[src/rtl/compute_cluster_sequencer.sv]
// compute_cluster_sequencer
//   Sequences one Compute_Cluster tile. Chunks are loaded (IFM beats, then
//   filter beats per CU) into a ping-pong bank pair. Each loaded chunk is then
//   computed, and once every chunk is done the per-CU output buffers are
//   stepped out. While chunk k computes from the read bank, chunk k+1 loads
//   into the write bank.
//
// Ports
//   clk_i, rst_i                 clock, synchronous active-high reset
//   start_i, chunk_num_i         tile start pulse and chunk count
//   busy_o, done_o               tile in progress / readout complete pulse
//   ifm_valid_i, ifm_ready_o     IFM beat handshake
//   fil_valid_i, fil_ready_o     filter beat handshake
//   ifm_chunk_wr_*_o             IFM bank write strobe, beat index, bank
//   filter_chunk_wr_*_o          filter bank write strobe, beat index, bank,
//                                one-hot target CU
//   *_chunk_rd_sel_o             bank the cluster computes from
//   run_valid_o                  cluster compute enable
//   total_chunk_start_o          one-cycle chunk start
//   total_chunk_end_i            cluster chunk done
//   acc_buf_sel_o                accumulation buffer for this tile
//   com_unit_out_buf_sel_o       CU being read out
//   out_valid_o, out_ready_i     readout handshake
module compute_cluster_sequencer #(
    parameter int CU_NUM         = 4,
    parameter int WR_DAT_CYC_NUM = 4,
    parameter int OUTPUT_BUF_NUM = 4,
    parameter int CHUNK_CNT_W    = 16,
    localparam int CW = (WR_DAT_CYC_NUM > 1) ? $clog2(WR_DAT_CYC_NUM) : 1,
    localparam int AW = (OUTPUT_BUF_NUM > 1) ? $clog2(OUTPUT_BUF_NUM) : 1,
    localparam int SW = (CU_NUM > 1) ? $clog2(CU_NUM) : 1
) (
    input  logic                   clk_i,
    input  logic                   rst_i,
    input  logic                   start_i,
    input  logic [CHUNK_CNT_W-1:0] chunk_num_i,
    output logic                   busy_o,
    output logic                   done_o,
    input  logic                   ifm_valid_i,
    output logic                   ifm_ready_o,
    input  logic                   fil_valid_i,
    output logic                   fil_ready_o,
    output logic                   ifm_chunk_wr_valid_o,
    output logic [CW-1:0]          ifm_chunk_wr_count_o,
    output logic                   ifm_chunk_wr_sel_o,
    output logic                   filter_chunk_wr_sel_o,
    output logic                   ifm_chunk_rd_sel_o,
    output logic                   filter_chunk_rd_sel_o,
    output logic                   filter_chunk_wr_valid_o,
    output logic [CW-1:0]          filter_chunk_wr_count_o,
    output logic [CU_NUM-1:0]      filter_chunk_cu_wr_sel_o,
    output logic                   run_valid_o,
    output logic                   total_chunk_start_o,
    input  logic                   total_chunk_end_i,
    output logic [AW-1:0]          acc_buf_sel_o,
    output logic [SW-1:0]          com_unit_out_buf_sel_o,
    output logic                   out_valid_o,
    input  logic                   out_ready_i
);

    typedef enum logic [1:0] {L_IDLE, L_IFM, L_FIL} lstate_e;
    typedef enum logic [2:0] {C_IDLE, C_WAIT, C_START, C_RUN, C_OUT} cstate_e;

    localparam logic [CW-1:0]          BEAT_LAST = CW'(WR_DAT_CYC_NUM - 1);
    localparam logic [SW-1:0]          CU_LAST   = SW'(CU_NUM - 1);
    localparam logic [AW-1:0]          ACC_LAST  = AW'(OUTPUT_BUF_NUM - 1);
    localparam logic [CHUNK_CNT_W-1:0] CNT_ONE   = CHUNK_CNT_W'(1);

    lstate_e                lstate_q, lstate_d;
    cstate_e                cstate_q, cstate_d;
    logic                   busy_q, busy_d;
    logic                   done_q, done_d;
    logic [CHUNK_CNT_W-1:0] chunk_num_q, chunk_num_d;
    logic [CHUNK_CNT_W-1:0] loaded_q, loaded_d;
    logic [CHUNK_CNT_W-1:0] computed_q, computed_d;
    logic                   wr_bank_q, wr_bank_d;
    logic                   rd_bank_q, rd_bank_d;
    logic [1:0]             full_q, full_d;
    logic [CW-1:0]          ifm_cnt_q, ifm_cnt_d;
    logic [CW-1:0]          fil_cnt_q, fil_cnt_d;
    logic [SW-1:0]          cu_idx_q, cu_idx_d;
    logic [SW-1:0]          out_sel_q, out_sel_d;
    logic [AW-1:0]          acc_q, acc_d;

    logic                   ifm_hs, fil_hs;
    logic [CHUNK_CNT_W-1:0] loaded_inc, computed_inc;

    // A write bank still holding an uncomputed chunk stalls the IFM stream.
    assign ifm_ready_o = (lstate_q == L_IFM) && !full_q[wr_bank_q];
    assign fil_ready_o = (lstate_q == L_FIL);
    assign ifm_hs      = ifm_valid_i && ifm_ready_o;
    assign fil_hs      = fil_valid_i && fil_ready_o;

    assign loaded_inc   = loaded_q + CNT_ONE;
    assign computed_inc = computed_q + CNT_ONE;

    assign busy_o                   = busy_q;
    assign done_o                   = done_q;
    assign ifm_chunk_wr_valid_o     = ifm_hs;
    assign ifm_chunk_wr_count_o     = ifm_cnt_q;
    assign ifm_chunk_wr_sel_o       = wr_bank_q;
    assign filter_chunk_wr_sel_o    = wr_bank_q;
    assign ifm_chunk_rd_sel_o       = rd_bank_q;
    assign filter_chunk_rd_sel_o    = rd_bank_q;
    assign filter_chunk_wr_valid_o  = fil_hs;
    assign filter_chunk_wr_count_o  = fil_cnt_q;
    // CU select only meaningful while filter beats flow; kept at 0 otherwise.
    assign filter_chunk_cu_wr_sel_o = (lstate_q == L_FIL) ? (CU_NUM'(1) << cu_idx_q) : '0;
    assign run_valid_o              = (cstate_q == C_START) || (cstate_q == C_RUN);
    assign total_chunk_start_o      = (cstate_q == C_START);
    assign acc_buf_sel_o            = acc_q;
    assign com_unit_out_buf_sel_o   = out_sel_q;
    assign out_valid_o              = (cstate_q == C_OUT);

    always_comb begin
        lstate_d    = lstate_q;
        cstate_d    = cstate_q;
        busy_d      = busy_q;
        done_d      = 1'b0;
        chunk_num_d = chunk_num_q;
        loaded_d    = loaded_q;
        computed_d  = computed_q;
        wr_bank_d   = wr_bank_q;
        rd_bank_d   = rd_bank_q;
        full_d      = full_q;
        ifm_cnt_d   = ifm_cnt_q;
        fil_cnt_d   = fil_cnt_q;
        cu_idx_d    = cu_idx_q;
        out_sel_d   = out_sel_q;
        acc_d       = acc_q;

        if (start_i && !busy_q && (chunk_num_i != '0)) begin
            busy_d      = 1'b1;
            chunk_num_d = chunk_num_i;
            loaded_d    = '0;
            computed_d  = '0;
        end

        case (lstate_q)
            L_IDLE: begin
                if (busy_q && (loaded_q < chunk_num_q) && !full_q[wr_bank_q])
                    lstate_d = L_IFM;
            end
            L_IFM: begin
                if (ifm_hs) begin
                    if (ifm_cnt_q == BEAT_LAST) begin
                        ifm_cnt_d = '0;
                        lstate_d  = L_FIL;
                    end else begin
                        ifm_cnt_d = ifm_cnt_q + CW'(1);
                    end
                end
            end
            L_FIL: begin
                if (fil_hs) begin
                    if (fil_cnt_q == BEAT_LAST) begin
                        fil_cnt_d = '0;
                        if (cu_idx_q == CU_LAST) begin
                            // Chunk complete: hand the bank to compute.
                            cu_idx_d          = '0;
                            full_d[wr_bank_q] = 1'b1;
                            wr_bank_d         = !wr_bank_q;
                            loaded_d          = loaded_inc;
                            lstate_d          = (loaded_inc < chunk_num_q) ? L_IFM : L_IDLE;
                        end else begin
                            cu_idx_d = cu_idx_q + SW'(1);
                        end
                    end else begin
                        fil_cnt_d = fil_cnt_q + CW'(1);
                    end
                end
            end
            default: lstate_d = L_IDLE;
        endcase

        case (cstate_q)
            C_IDLE:  if (busy_q) cstate_d = C_WAIT;
            C_WAIT:  if (full_q[rd_bank_q]) cstate_d = C_START;
            C_START: cstate_d = C_RUN;
            C_RUN: begin
                if (total_chunk_end_i) begin
                    // Clear targets rd_bank, set targets wr_bank; never the same bank.
                    full_d[rd_bank_q] = 1'b0;
                    rd_bank_d         = !rd_bank_q;
                    computed_d        = computed_inc;
                    cstate_d          = (computed_inc == chunk_num_q) ? C_OUT : C_WAIT;
                end
            end
            C_OUT: begin
                if (out_ready_i) begin
                    if (out_sel_q == CU_LAST) begin
                        out_sel_d = '0;
                        cstate_d  = C_IDLE;
                        busy_d    = 1'b0;
                        done_d    = 1'b1;
                        acc_d     = (acc_q == ACC_LAST) ? '0 : acc_q + AW'(1);
                        wr_bank_d = 1'b0;
                        rd_bank_d = 1'b0;
                    end else begin
                        out_sel_d = out_sel_q + SW'(1);
                    end
                end
            end
            default: cstate_d = C_IDLE;
        endcase
    end

    always_ff @(posedge clk_i) begin
        if (rst_i) begin
            lstate_q    <= L_IDLE;
            cstate_q    <= C_IDLE;
            busy_q      <= 1'b0;
            done_q      <= 1'b0;
            chunk_num_q <= '0;
            loaded_q    <= '0;
            computed_q  <= '0;
            wr_bank_q   <= 1'b0;
            rd_bank_q   <= 1'b0;
            full_q      <= '0;
            ifm_cnt_q   <= '0;
            fil_cnt_q   <= '0;
            cu_idx_q    <= '0;
            out_sel_q   <= '0;
            acc_q       <= '0;
        end else begin
            lstate_q    <= lstate_d;
            cstate_q    <= cstate_d;
            busy_q      <= busy_d;
            done_q      <= done_d;
            chunk_num_q <= chunk_num_d;
            loaded_q    <= loaded_d;
            computed_q  <= computed_d;
            wr_bank_q   <= wr_bank_d;
            rd_bank_q   <= rd_bank_d;
            full_q      <= full_d;
            ifm_cnt_q   <= ifm_cnt_d;
            fil_cnt_q   <= fil_cnt_d;
            cu_idx_q    <= cu_idx_d;
            out_sel_q   <= out_sel_d;
            acc_q       <= acc_d;
        end
    end

endmodule

[config.mk]
export PLATFORM = sky130hd
export DESIGN_NAME = compute_cluster_sequencer
export DESIGN_NICKNAME = d
export VERILOG_FILES = /design/src/rtl/compute_cluster_sequencer.sv
export SDC_FILE = /design/constraint.sdc
export NUM_CORES = 1
export LEC_CHECK = 0
export CORE_UTILIZATION = 40
export CTS_BUF_LIST = sky130_fd_sc_hd__clkbuf_8
export CTS_CLUSTER_DIAMETER = 120
export DETAILED_ROUTE_END_ITERATION = 12
export PLACE_DENSITY = 0.69
export SLEW_MARGIN = 25
export SYNTH_ARGS = -nofsm -noshare
export SYNTH_HDL_FRONTEND = slang
export SYNTH_SLANG_ARGS = --single-unit
[constraint.sdc]
create_clock -name clk_i -period 5.6 [get_ports clk_i]
set_clock_uncertainty 0.1 [all_clocks]
set_input_delay 1.68 -clock clk_i [delete_from_list [all_inputs] [get_ports clk_i]]
set_output_delay 1.68 -clock clk_i [all_outputs]
set_load 0.01 [all_outputs]
==> results.yml, run 1 <==
placed_design:
  gp_congestion: 0.9181
  hpwlAfterDp_um: 8487
  portBuffers: 47
worst_setup_path:
  required_ps: 3820
  r2r-start: "loaded_q[6]"
  worstSetupPathType: "in2out"
  rrSetupSlack_ps: 2580
  cp.arrival_ps: 2970
  critPathLaunchType: "primary input"
  worstPathMaxFanout: 5
  reg2reg_to: "lstate_q[0]"
  reg2regPathDepth: 11
  worstSetupEndpointType: "output port"
yosys:
  synthFlopType: "dfxtp_1"
  synth_fp_nets: 655
  seq_area_frac_synth: 0.2992
  ys_ff_latch: 69
  avgSynthCellArea_um2: 7.799
  yosysWarnings: 0
  ys_types: 60
  synthesis.area_um2: 4617
  syn_inst: 592
  synth_edf_count: 0
  async_reset_ff_frac: 0
finish:
  regArea_um2: 1381
  nets: 685
  area_delta_synth_final_pct: 16.18
  drive_gt1_frac: 0.05901
  final_common_cell: "nor2_1"
  multi_input_area_um2: 3010
  layout_common_cells: "nor2_1 (93), dfxtp_1 (69), a21oi_1 (62), clkdlybuf4s50_1 (46), ha_1 (40)"
  n_antenna_cell: 0
  finish.utilization: 0.4863
  fillers: 1099
timing:
  finalMaxSlewViolations: 0
  tns_ps: 0
  maxSlewHeadroom: 0.3766
  holdWs_ps: 385.2
  tightest_slew_ps: 935.1
  period_needed_ps: 4754
  setup_violations: 0
  fmax_mhz: 210.4
  fin_crit_sh: 0.8489
  rsz0062_at_grt: "false"
  hold_viol: 0
detailed_routing:
  avgViaCountPerCell: 5.670
  antenna_left: 0
  drc: 0
  first_pass_iters: 5
  finalWirelength_um: 11400
  wire_per_inst_um: 14.86
  num_vias: 4349
  drtIter0Drc: 174
clock_tree:
  htreeDepth: 3
  cts_buffers: 9
  cts_setup_buffers: 0
  cts.path.max_buffers: 2
  cts.repair.resized: 0
  cts_tree: "yes"
  cts_root_buffer: "clkbuf_8"
  cts_hold_buffers: 0
  cts.sinks: 69
  insertion_delay_ps: 340
  cts.clk_slew.worst_paths_ps: 70
outcome:
  status: "finished, final reports clean"
pwr:
  powerDensity_nw_per_um2: 199.4
  totalPowerFinal_mw: 1.070
  p_leak_nw: 2.194
  vdd_drop_max_mv: 0.1581
grt:
  antenna_found_initial: 0
  grt_pass1_vias: 3990
  grt_pass1_wl_um: 18840
  grt_max_degree: 72
  grt_usage: 0.2005
  grt.overflow.total: 0
worst_hold_path:
  whs_endpoint: "ifm_chunk_wr_count_o[1]"
  min_path_cells: 2
  hold_class: "reg2reg"
  min_from: "ifm_chunk_wr_count_o[1]"
die:
  design.die.area_um2: 11980
  rows: 38
  start_util: 0.4186
  core_um2: 11030
  dieHeight_um: 109.4
  die_w_um: 109.4
  ioPinCount: 48
run:
  cap_violations: 0
## worst max-delay path by stage
stage / from / slack, ps / cells after the start / endpoint
floorplan: ifm_valid_i / 1920 / 2 / ifm_chunk_wr_valid_o
global placement: fil_valid_i / 840 / 4 / filter_chunk_wr_valid_o
detailed placement: fil_valid_i / 850 / 4 / filter_chunk_wr_valid_o
CTS: fil_valid_i / 840 / 4 / filter_chunk_wr_valid_o
global route: fil_valid_i / 740 / 4 / filter_chunk_wr_valid_o
finish: fil_valid_i / 850 / 4 / filter_chunk_wr_valid_o
## worst max-delay path, stage by stage
cell and delay (ps):
clkdlybuf4s50_1 510, nand2_1 130, inv_1 110, clkdlybuf4s50_1 540
## per-stage QoR
stage          std cells  area, um2  setup slack (ps)
6_report             767       5364             846.1
5_1_grt              767       5364             744.6
4_1_cts              767       5364             837.4
3_5_place_dp         751       5152             849.5
3_3_place_gp         751       5152             841.2
2_1_floorplan        592       4617              1916
## sequential cells by signal, indices dropped and copies added (netlist names)
register	flops
full_q	2
lstate_q	2
cu_idx_q	2
filter_chunk_rd_sel_o	1
cstate_q	3
computed_q	16
chunk_num_q	16
acc_buf_sel_o	2
com_unit_out_buf_sel_o	2
busy_o	1
filter_chunk_wr_sel_o	1
filter_chunk_wr_count_o	2
done_o	1
loaded_q	16
ifm_chunk_wr_count_o	2
## report_power, final
part | switching, mW | leakage [nW] | internal (mW)
Clock | 0.191 | 0.110 | 0.240
Combinational | 0.0694 | 1.53 | 0.0572
Sequential | 0.0113 | 0.559 | 0.501
Total | 0.272 | 2.19 | 0.798
## cell families (layout without fill, tap and decap cells)
logic type      count (synthesis)  count (layout)  synth area share
compound gates                144             144            0.1873
xor+xnor                       36              36           0.06829
fa+ha+maj                      40              40            0.1084
buf+inv                        57              92           0.05040
flops                          69              69            0.2992
mux                             4               4          0.009214
simple gates                  242             242            0.2772
## Yosys cell counts (2+ instances only)
library cell | instances | area (um2)
a2111oi_0 | 3 | 26.28
a211oi_1 | 4 | 30.03
a21boi_0 | 2 | 15.01
a21o_1 | 5 | 37.54
a21oi_1 | 62 | 310.3
a221oi_1 | 2 | 17.52
a22oi_1 | 5 | 37.54
a311oi_1 | 2 | 17.52
a31oi_1 | 8 | 50.05
a41oi_1 | 2 | 17.52
and2_1 | 5 | 31.28
and3_1 | 13 | 81.33
and3b_1 | 4 | 35.03
and4_1 | 3 | 26.28
buf_2 | 8 | 40.04
buf_4 | 2 | 15.01
clkbuf_1 | 20 | 75.07
dfxtp_1 | 69 | 1381
ha_1 | 40 | 500.5
inv_1 | 26 | 97.59
mux2_2 | 2 | 22.52
mux2i_1 | 2 | 20.02
nand2_1 | 29 | 108.9
nand2b_1 | 9 | 56.30
nand3_1 | 15 | 75.07
nand3b_1 | 3 | 22.52
nand4_1 | 9 | 56.30
nand4_4 | 2 | 42.54
nor2_1 | 93 | 349.1
nor2b_1 | 5 | 31.28
nor3_1 | 21 | 105.1
nor3b_1 | 3 | 22.52
nor4_1 | 8 | 50.05
nor4_4 | 2 | 42.54
o2111ai_1 | 2 | 17.52
o21a_1 | 3 | 22.52
o21ai_0 | 33 | 165.2
o22a_1 | 2 | 17.52
or2_2 | 3 | 18.77
or3_1 | 7 | 43.79
xnor2_1 | 20 | 175.2
xor2_1 | 16 | 140.1
## layer usage
metal | track usage | vias to the layer above | part of all wire
met2 | 0.3531 | 85 | 0.51
li1 | - | 2177 | -
met4 | 0.06476 | 0 | 0.018
met1 | 0.2421 | 2074 | 0.44
met5 | 0 | - | 0
met3 | 0.04209 | 13 | 0.032
## cell type report
cell class,count,share of cell area
Sequential cell,69,0.2575
Clock buffer,12,0.03079
Timing Repair Buffer,50,0.09097
Tap cell,140,0.03266
Clock inverter,4,0.008631
Multi-Input combinational cell,466,0.5612
Inverter,26,0.01819
No activity file was read; power rests on OpenSTA's default activity.
==> run 2, diff against run 1 <==
--- a/config.mk
+++ b/config.mk
@@ -9,7 +9,7 @@
 export CTS_BUF_LIST = sky130_fd_sc_hd__clkbuf_8
 export CTS_CLUSTER_DIAMETER = 120
 export DETAILED_ROUTE_END_ITERATION = 12
-export PLACE_DENSITY = 0.69
+export PLACE_DENSITY = 0.71
 export SLEW_MARGIN = 25
 export SYNTH_ARGS = -nofsm -noshare
 export SYNTH_HDL_FRONTEND = slang
==> constraint.sdc (replaced) <==
create_clock -name clk_i -period 4.02 [get_ports clk_i]
set_clock_uncertainty 0.1 [all_clocks]
set_input_delay 1.206 -clock clk_i [delete_from_list [all_inputs] [get_ports clk_i]]
set_output_delay 1.206 -clock clk_i [all_outputs]
set_load 0.01 [all_outputs]
==> results.yml, run 2 (synthesized netlist as in run 1, its figures left out) <==
outcome:
  status: "finished, final reports clean"
timing:
  setup_violations: 0
  maxSlewHeadroom: 0.4390
  fmax_mhz: 261.8
  rsz0062_at_grt: "false"
  tns_ps: 0
  period_needed_ps: 3819
  finalMaxSlewViolations: 0
  tightest_slew_ps: 820.4
  hold_viol: 0
  fin_crit_sh: 0.9501
grt:
  grt_pass1_vias: 4173
  grt.overflow.total: 0
  grt_usage: 0.2041
  grt_max_degree: 57
  antenna_found_initial: 0
  grt_pass1_wl_um: 19240
clock_tree:
  cts.sinks: 69
  cts_hold_buffers: 0
  cts_tree: "yes"
  cts_root_buffer: "clkbuf_8"
  cts.path.max_buffers: 2
  cts.repair.resized: 0
  cts_setup_buffers: 0
  insertion_delay_ps: 350
  htreeDepth: 3
  cts_buffers: 9
  cts.clk_slew.worst_paths_ps: 80
pwr:
  seqPwrFrac: 0.485
  p_leak_nw: 2.203
  p_clk_frac: 0.389
  vdd_drop_max_mv: 0.2737
  switching_share: 0.2715
  p_int_mw: 1.068
  powerDensity_nw_per_um2: 271.1
  p_switching_uw: 397.9
  p_comb_frac: 0.125
worst_setup_path:
  slowest_stage: "clkdlybuf4s50_1"
  cp.arrival_ps: 2510
  worst-path-buf-inv: 3
  worstSetupPathType: "in2out"
  worstPathMaxFanout: 5
  critPathLaunchType: "primary input"
  reg2reg_to: "lstate_q[0]"
  startpoint: "fil_valid_i"
  cp_cell_sequence: "clkdlybuf4s50_1 -> nand2_1 -> inv_1 -> clkdlybuf4s50_1"
  cpMostUsedCell: "clkdlybuf4s50_1"
  r2r-start: "loaded_q[0]"
  max_stage_delay_ps: 540
  worstSetupEndpointType: "output port"
  required_ps: 2710
  rrSetupSlack_ps: 1010
  critPathTopFamily: "buffers and inverters"
  reg2regPathDepth: 12
worst_hold_path:
  hold_class: "reg2reg"
  whs_endpoint: "ifm_chunk_wr_count_o[1]"
  min_path_cells: 2
  min_from: "ifm_chunk_wr_count_o[1]"
finish:
  n_antenna_cell: 0
  finish.utilization: 0.4900
  area_delta_synth_final_pct: 17.07
  final_common_cell: "nor2_1"
  fillers: 1050
  drive_gt1_frac: 0.07098
  layout.cells.non_filler: 774
  layout_common_cells: "nor2_1 (93), dfxtp_1 (69), a21oi_1 (62), clkdlybuf4s50_1 (46), ha_1 (40)"
  multi_input_area_um2: 3010
  nets: 692
  largestRegisters: "chunk_num_q (16), computed_q (16), loaded_q (16)"
  regArea_um2: 1381
die:
  ioPinCount: 48
  design.die.area_um2: 11980
  dieHeight_um: 109.4
  core_um2: 11030
  die_w_um: 109.4
  rows: 38
  start_util: 0.4186
placed_design:
  hpwlAfterDp_um: 8790
  dp_cells: 758
  portBuffers: 47
  gp_congestion: 0.9360
detailed_routing:
  antenna_left: 0
  num_vias: 4367
  first_pass_iters: 4
  wire_per_inst_um: 14.94
  drtIter0Drc: 306
  avgViaCountPerCell: 5.642
  finalWirelength_um: 11570
  drc: 0
run:
  cap_violations: 0
## run 2: power groups by stage
stage | combinational (mW) | clock, mW | sequential (mW)
after floorplan | 0.112 | 0 | 0.723
after global routing | 0.202 | 0.621 | 0.713
final | 0.184 | 0.571 | 0.711
after CTS | 0.183 | 0.587 | 0.711
after detailed placement | 0.182 | 0 | 0.727
after global placement | 0.177 | 0 | 0.727
## run 2: metal layers
metal  global-route usage  up-vias  wire length (um)
met1               0.2367     2040              4951
met2               0.3558      108              5694
li1                     -     2187                 -
met3              0.04149       32               504
met4               0.1019        0               414
met5                    0        -                 0
## run 2: cell type report
cell class,instances,share of cell area
inverters,26,0.01806
clock inverters,7,0.01412
clock buffers,9,0.02292
well taps,140,0.03241
repair buffers,57,0.1000
multi-input cells,466,0.5569
flip-flops and latches,69,0.2556
## run 2: worst max-delay path by stage
| stage | endpoint | slack, ps | cells after the start |
|---|---|---|---|
| after CTS | filter_chunk_wr_valid_o | 190 | 4 |
| after global routing | filter_chunk_wr_valid_o | 100 | 4 |
| final | filter_chunk_wr_valid_o | 200 | 4 |
| after floorplan | ifm_chunk_wr_valid_o | 1190 | 4 |
| after detailed placement | filter_chunk_wr_valid_o | 200 | 4 |
| after global placement | filter_chunk_wr_valid_o | 200 | 4 |
## run 2: per-stage QoR
| step | instance area (um2) | worst slack, ps | hold slack [ps] | power [mW] |
|---|---|---|---|---|
| finish | 5405 | 200.7 | 382.3 | 1.465 |
| global placement | 5205 | 201.6 | 363.4 | 0.9033 |
| global route | 5405 | 104.0 | 404.2 | 1.536 |
| detailed placement | 5205 | 203.0 | 370.3 | 0.9097 |
| CTS | 5405 | 189.5 | 381.1 | 1.481 |
| floorplan | 4617 | 1191 | 382.7 | 0.8346 |
## run 2: worst reg2reg max path: stages (launching register included)
cell,delay (ps)
dfxtp_1,440
ha_1,280
inv_1,120
nor3_2,400
nand3_1,200
xnor2_1,180
ha_1,290
nand4_1,120
nor2_1,150
o21ai_0,90
a31o_2,240
a41oi_1,200
a2111oi_2,70
